File: config.mk
export PLATFORM = sky130hd
export DESIGN_NAME = button_alu_seq
export DESIGN_NICKNAME = d
export VERILOG_FILES = /design/src/rtl/button_alu_seq_pkg.sv /design/src/rtl/button_edge_sync.sv /design/src/rtl/button_alu_seq.sv
export SDC_FILE = /design/constraint.sdc
export NUM_CORES = 1
export LEC_CHECK = 0
export BUFFER_PORTS_ARGS = -buffer_cell sky130_fd_sc_hd__buf_2
export CORE_MARGIN = 4
export CORE_UTILIZATION = 60
export DETAILED_ROUTE_END_ITERATION = 7
export PLACE_DENSITY = 0.84
export SLEW_MARGIN = 10
export SYNTH_ARGS = -nofsm -noshare
export SYNTH_HDL_FRONTEND = slang
export SYNTH_SLANG_ARGS = --single-unit
export TNS_END_PERCENT = 30
File: constraint.sdc
create_clock -name clk -period 3.3 [get_ports clk]
set_input_delay 0 -clock clk [delete_from_list [all_inputs] [get_ports clk]]
set_output_delay 0 -clock clk [all_outputs]
set_load 0.02 [all_outputs]
File: src/rtl/button_alu_seq_pkg.sv
// button_alu_seq_pkg: mode encoding shared by the pushbutton ALU sequencer
package button_alu_seq_pkg;
  localparam int MODE_W = 2;
  typedef enum logic [MODE_W-1:0] {
    MODE_AND = 2'd0,
    MODE_ADD = 2'd1,
    MODE_SUB = 2'd2,
    MODE_ACC = 2'd3
  } mode_t;
endpackage

File: src/rtl/button_edge_sync.sv
// button_edge_sync: synchronises a raw button and emits one pulse per press, ignoring a press held across reset
module button_edge_sync #(
  parameter int SYNC_STAGES = 2
) (
  input  logic clk,
  input  logic reset,
  input  logic raw,
  output logic pulse
);
  logic [SYNC_STAGES-1:0] sync, vld;
  logic prev, armed;
  always_ff @(posedge clk) begin
    if (reset) begin
      sync  <= '0;
      vld   <= '0;
      prev  <= 1'b0;
      armed <= 1'b0;
    end else begin
      sync  <= {sync[SYNC_STAGES-2:0], raw};
      vld   <= {vld[SYNC_STAGES-2:0], 1'b1};
      prev  <= sync[SYNC_STAGES-1];
      armed <= armed | (vld[SYNC_STAGES-1] & ~sync[SYNC_STAGES-1]);
    end
  end
  assign pulse = armed & sync[SYNC_STAGES-1] & ~prev;
endmodule

File: src/rtl/button_alu_seq.sv
// button_alu_seq: pushbutton-selected AND/ADD/SUB/ACC datapath with registered result, carry and mode
module button_alu_seq
  import button_alu_seq_pkg::*;
#(
  parameter int WIDTH       = 4,
  parameter int SYNC_STAGES = 2
) (
  input  logic              clk,
  input  logic              reset,
  input  logic              left_pushbutton,
  input  logic              right_pushbutton,
  input  logic              step,
  input  logic [WIDTH-1:0]  A,
  input  logic [WIDTH-1:0]  B,
  output logic [WIDTH-1:0]  out,
  output logic              carry,
  output logic [MODE_W-1:0] mode
);
  logic left_press, right_press, entering, res_carry;
  mode_t state, state_next;
  logic [WIDTH-1:0] acc, res_acc, res_out;
  logic [WIDTH:0] add, sub, acc_sum;
  button_edge_sync #(.SYNC_STAGES(SYNC_STAGES)) left_sync (
    .clk, .reset, .raw(left_pushbutton), .pulse(left_press)
  );
  button_edge_sync #(.SYNC_STAGES(SYNC_STAGES)) right_sync (
    .clk, .reset, .raw(right_pushbutton), .pulse(right_press)
  );
  always_ff @(posedge clk) state <= reset ? MODE_AND : state_next;
  always_comb
    state_next = left_press             ? MODE_AND :
                 !right_press           ? state    :
                 state == MODE_AND      ? MODE_ADD :
                 state == MODE_ADD      ? MODE_SUB :
                 state == MODE_SUB      ? MODE_ACC : MODE_ADD;
  always_comb entering = state_next == MODE_ACC && state != MODE_ACC;
  assign mode = state;
  always_comb begin
    add       = {1'b0, A} + {1'b0, B};
    sub       = {1'b0, A} - {1'b0, B};
    acc_sum   = {1'b0, acc} + {1'b0, A};
    res_acc   = (state == MODE_ACC && step) ? acc_sum[WIDTH-1:0] : acc;
    res_out   = state == MODE_AND ? A & B :
                state == MODE_ADD ? add[WIDTH-1:0] :
                state == MODE_SUB ? sub[WIDTH-1:0] : res_acc;
    res_carry = state == MODE_AND ? 1'b0 :
                state == MODE_ADD ? add[WIDTH] :
                state == MODE_SUB ? sub[WIDTH] :
                step              ? acc_sum[WIDTH] : carry;
  end
  always_ff @(posedge clk) begin
    if (reset) begin
      out   <= '0;
      carry <= 1'b0;
      acc   <= '0;
    end else begin
      out   <= res_out;
      carry <= res_carry & ~entering;
      acc   <= entering ? '0 : res_acc;
    end
  end
endmodule

Word-level counts from Yosys, hierarchy flattened:

Cells that the tools add are included.

* register bits after elaboration: 23
* word-level logic and storage cells: 56
* bits of input ports: 13

* mux-type cells: 15
* bitwise operators: 15
* $add $sub $neg: 3
* eq/ne operators: 5
* reduce and logical (&&, ||, !) cells: 4

Operator list (count)
* $mux 4: 4
* $add 4x4->5: 2
* $mux 2: 5
* $and 1x1->1: 7
* $eq 2x2->1 const B: 3
* $mux 1: 6
* $not 1->1: 5
* $sub 4x4->5: 1
* $and 4x4->4: 1
* $eq 2x1->1 const B: 1
* $logic_and 1x1->1: 2
* $logic_not 2->1: 1
* $ne 2x2->1 const B: 1
* $or 1x1->1: 2
* $reduce_or 2->1: 1

Longest topological paths before layout:

* depth in word-level cells: 10
* depth in mapped cells: 7
* mapped depth without buffers: 7

Modules after synthesis:

Synthesis repeated with hierarchy kept, for this count alone.

* cells, all modules: 135
* area total of the unflattened synthesis: 1297.5 sq um

Modules (own cells, without submodules)
* button_alu_seq: times used 1, area each 937.1 sq um, cells each 105, seq. area each 220.2 sq um
* button_edge_sync: times used 2, area each 180.2 sq um, cells each 15, seq. area each 120.1 sq um

Least setup slack after synthesis:

OpenSTA, ideal clock, no wires.

* path type: register to register
* from: register state[0] (netlist: mode[0])
* to: register out[2]
* setup time: 0.070 ns
* cell stages (with the launch flop): 7
* arrival: 1.694 ns
* clock period less this slack: 1.764 ns
* setup slack: 1.536 ns
* cell sequence: dfxtp_1 > inv_1 > ha_1 > nor2b_1 > a221o_1 > a221o_1 > a21oi_1

* cells in the longest elaborated chain, start to end: 6
* elaborated cells between the ends (all ways): 9
* classes of those cells: eq/ne (3); mux (4); reduce/logical (2)

Ends and longest elaborated chain
* start: declaration: RTL line button_alu_seq.sv:20 `mode_t state, state_next;`
* start signal: assignment: RTL line button_alu_seq.sv:29 `always_ff @(posedge clk) state <= reset ? MODE_AND : state_next;`
* $eq 2x2->1: RTL line button_alu_seq.sv:42 `res_acc = (state == MODE_ACC && step) ? acc_sum[WIDTH-1:0] : acc;`
* $logic_and 1x1->1: RTL line button_alu_seq.sv:42
* $mux 4: RTL line button_alu_seq.sv:42
* $mux 4: RTL line button_alu_seq.sv:45 `state == MODE_SUB ? sub[WIDTH-1:0] : res_acc;`
* $mux 4: RTL line button_alu_seq.sv:44 `state == MODE_ADD ? add[WIDTH-1:0] :`
* $mux 4 *: RTL line button_alu_seq.sv:43 `res_out = state == MODE_AND ? A & B :`
* end signal: assignment: RTL line button_alu_seq.sv:57 `out <= res_out;`
* end: declaration: RTL line button_alu_seq.sv:15 `output logic [WIDTH-1:0] out,`

Mark *: on every way between the ends. The rest lies on a longest branch, timed or not.
A chain may end at the register's enable or synchronous reset.

Worst setup path in the final report:

Ends and elaborated chain as after synthesis.

==> reports/qor.txt <==
Post-synth EDFFs: 0
Seq/Total Area, Yosys: 32.2%
Final min period: 1790 ps
Clock tree buffer depth: 2
Post-route DRC: 0
Hold Crit Depth: 3
Crit Path Category: reg -> reg
Worst R2R Path Depth: 6
DIE AREA: 2980 sq um
CP max stage cell: dfxtp_1
Top post-synthesis cells by area: dfxtp_1 32%, ha_1 15%, nor2b_1 6.7%
CTS tree: done
Router iterations before antenna repair: 4
Maxcap violations: 0
Worst-Skew Late Latency: 310 ps
CP Data Arrival Time: 2040 ps
Fin Setup TNS: 0 ps
CP peak stage delay: 390 ps
PwrDens: 321 nW/um^2
Drt wl/cell: 14.1 um
Final ANT Viol Nets: 0
Syn nets: 168
Io pins: 20
Most common flop cell mapped by yosys: dfxtp_1
Core Box Area: 2020 sq um
Clock skew: 15.0 ps
Ant diodes: 0
Layout area overhead: 12.2%
H-Tree Depth: 1
Final Wtd Congestion: 0.820
Post-synth top area cell: dfxtp_1
Worst setup SP type: register
Fin crit share: 54.3%
Reg clk slew, reported paths: 130 ps
CP Depth: 6
Flop2flop setup slack: 1510 ps
Ys Warns: 0
Vias in the first global route: 1022
Site Rows: 16
CP Max Fanout: 7
Status: finished clean
Final hold vios: 0
Final worst slack: 1510 ps
Die height: 54.6 um
Post-synth cell types: 40
Vias/cell: 5.60
WL final: 2620 um
Crit-path cells: inv_1 -> ha_1 -> nor2b_1 -> a221o_1 -> a221o_1 -> a21oi_1
Final setup violating endpoints: 0
Most common cell on crit path: a221o_1
Mapped Cells: 136
Placed cells: 179
Share of the synthesized area in the top cell type: 32.2%
Commonest cells post-synth: 21 x dfxtp_1, 18 x inv_1, 16 x ha_1
Net count, final: 192
Place WS: 1530 ps
Synth async-reset ratio: 0%
First-pass GRT wire length: 4330 um
Layout cells sized above 1: 20.1%
Post-Syn Area per Cell: 9.59 sq um
Worst Path Required: 3550 ps
Element type at the critical path end: register
Tot GR Track Use: 20.6%
Antenna violations before repair: 0
Most numerous cell in the Yosys netlist: dfxtp_1
RSZ-0062 raised after global routing: no
Initial core utilization: 64.5%
Worst-Margin Slew: 369 ps
Pwr Total: 0.470 mW
Worst VDD drop: 0.000264 V
Final max-slew violation count: 0
CTS buffer count: 3
F_max: 0.558 GHz
PortBufs: 19
Starting DRT DRC Count: 11
Leakage power: 0.729 nW
Worst rel slew slack: 75.1%
Post-detail-place hpwl: 2060 um
Sink Count: 21
Largest net degree at the start of global routing: 16
Worst min path class: in -> reg
Clock Tree Root: clkbuf_4
Non-Filler Instances: 186
Cts repair resizes: 0
CP top delay family: compound AO/OA/AOI/OAI gates
Grt ovf: 0
Worst path bufs/invs: 1
Cell Area, Synth: 1300 sq um
Synthesized flop and latch total: 21
Vias: 1041
Die X: 54.6 um
cells by family (layout without fill, tap and decap cells):
| logic type | Yosys count | count (layout) | share of synthesized area [%] |
|---|---|---|---|
| and+or+nand+nor | 36 | 36 | 16.6 |
| AOI/OAI and AO/OA | 32 | 32 | 18.1 |
| DFF | 21 | 21 | 32.2 |
| buffers and inverters | 21 | 44 | 7.29 |
| adders and majority gates | 19 | 19 | 20.0 |
| muxes | 6 | 6 | 5.09 |
| xor gates and xnor gates | 1 | 1 | 0.672 |
worst reg2reg max path: cells and delay by family (launching register included):
family / cells / cell delay [ps]
buf+inv: 1 / 90
flops: 1 / 390
simple gates: 1 / 160
fa+ha+maj: 1 / 290
compound gates: 3 / 810
metal layers:
layer	track usage [%]	part of all wire, %	vias up
li1	-	-	518
met1	25.7	45	487
met2	34.1	48	29
met3	2.72	5.2	7
met4	10.8	2.0	0
met5	0	0	-
per-stage QoR:
stage | area, sq um | hold WS [ps] | utilization, %
final | 1460 | 110 | 72.3
after global routing | 1460 | 111 | 72.3
after CTS | 1460 | 117 | 72.3
after detailed placement | 1410 | 228 | 69.5
after global placement | 1410 | 209 | 69.5
after floorplan | 1300 | 69.6 | -
final cells by class:
type	instances	area, sq um
Multi-Input combinational cell	94	788
Fill cell	154	559
Inverter	18	67.6
Timing Repair Buffer	22	125
Clock inverter	1	5.00
Sequential cell	21	420
Tap cell	27	33.8
Clock buffer	3	22.5
final timing paths:
path | start | end
min reg2reg | left_sync.sync[0] | left_sync.sync[1]
max reg2reg | mode[0] | out[2]
min | step | carry
max | mode[0] | out[2]
what timing repair did:
action	in CTS	in global routing
hold buffers	3	0
hold endpoints to repair	3	0
buffers inserted	0	0
cell usage in the layout (no fill, tap or decap), types with 2 or more instances in the layout:
cell type,n
a221o_1,2
a31o_2,2
dfxtp_1,21
nor2b_1,14
dlygate4sd3_1,3
a21o_1,2
ha_1,16
mux2i_1,4
nor2_1,9
a31oi_1,2
a211o_1,2
inv_1,18
o21ai_0,4
clkbuf_4,3
buf_2,19
fa_1,3
nand2_1,3
a21oi_1,8
flip-flops by register name (all words and copies together) (netlist names):
register / count
right_sync.vld: 1
right_sync.armed: 1
right_sync.sync: 2
left_sync.vld: 1
left_sync.prev: 1
mode: 2
acc: 4
left_sync.sync: 2
right_sync.prev: 1
left_sync.armed: 1
carry: 1
out: 4
power by group:
group | internal, mW | total, mW | switching [mW]
Combinational | 0.0348 | 0.0777 | 0.0429
Sequential | 0.262 | 0.266 | 0.00438
Clock | 0.0452 | 0.126 | 0.0808
Total | 0.342 | 0.470 | 0.128
Note: power is estimated with default switching activity, not from simulation.
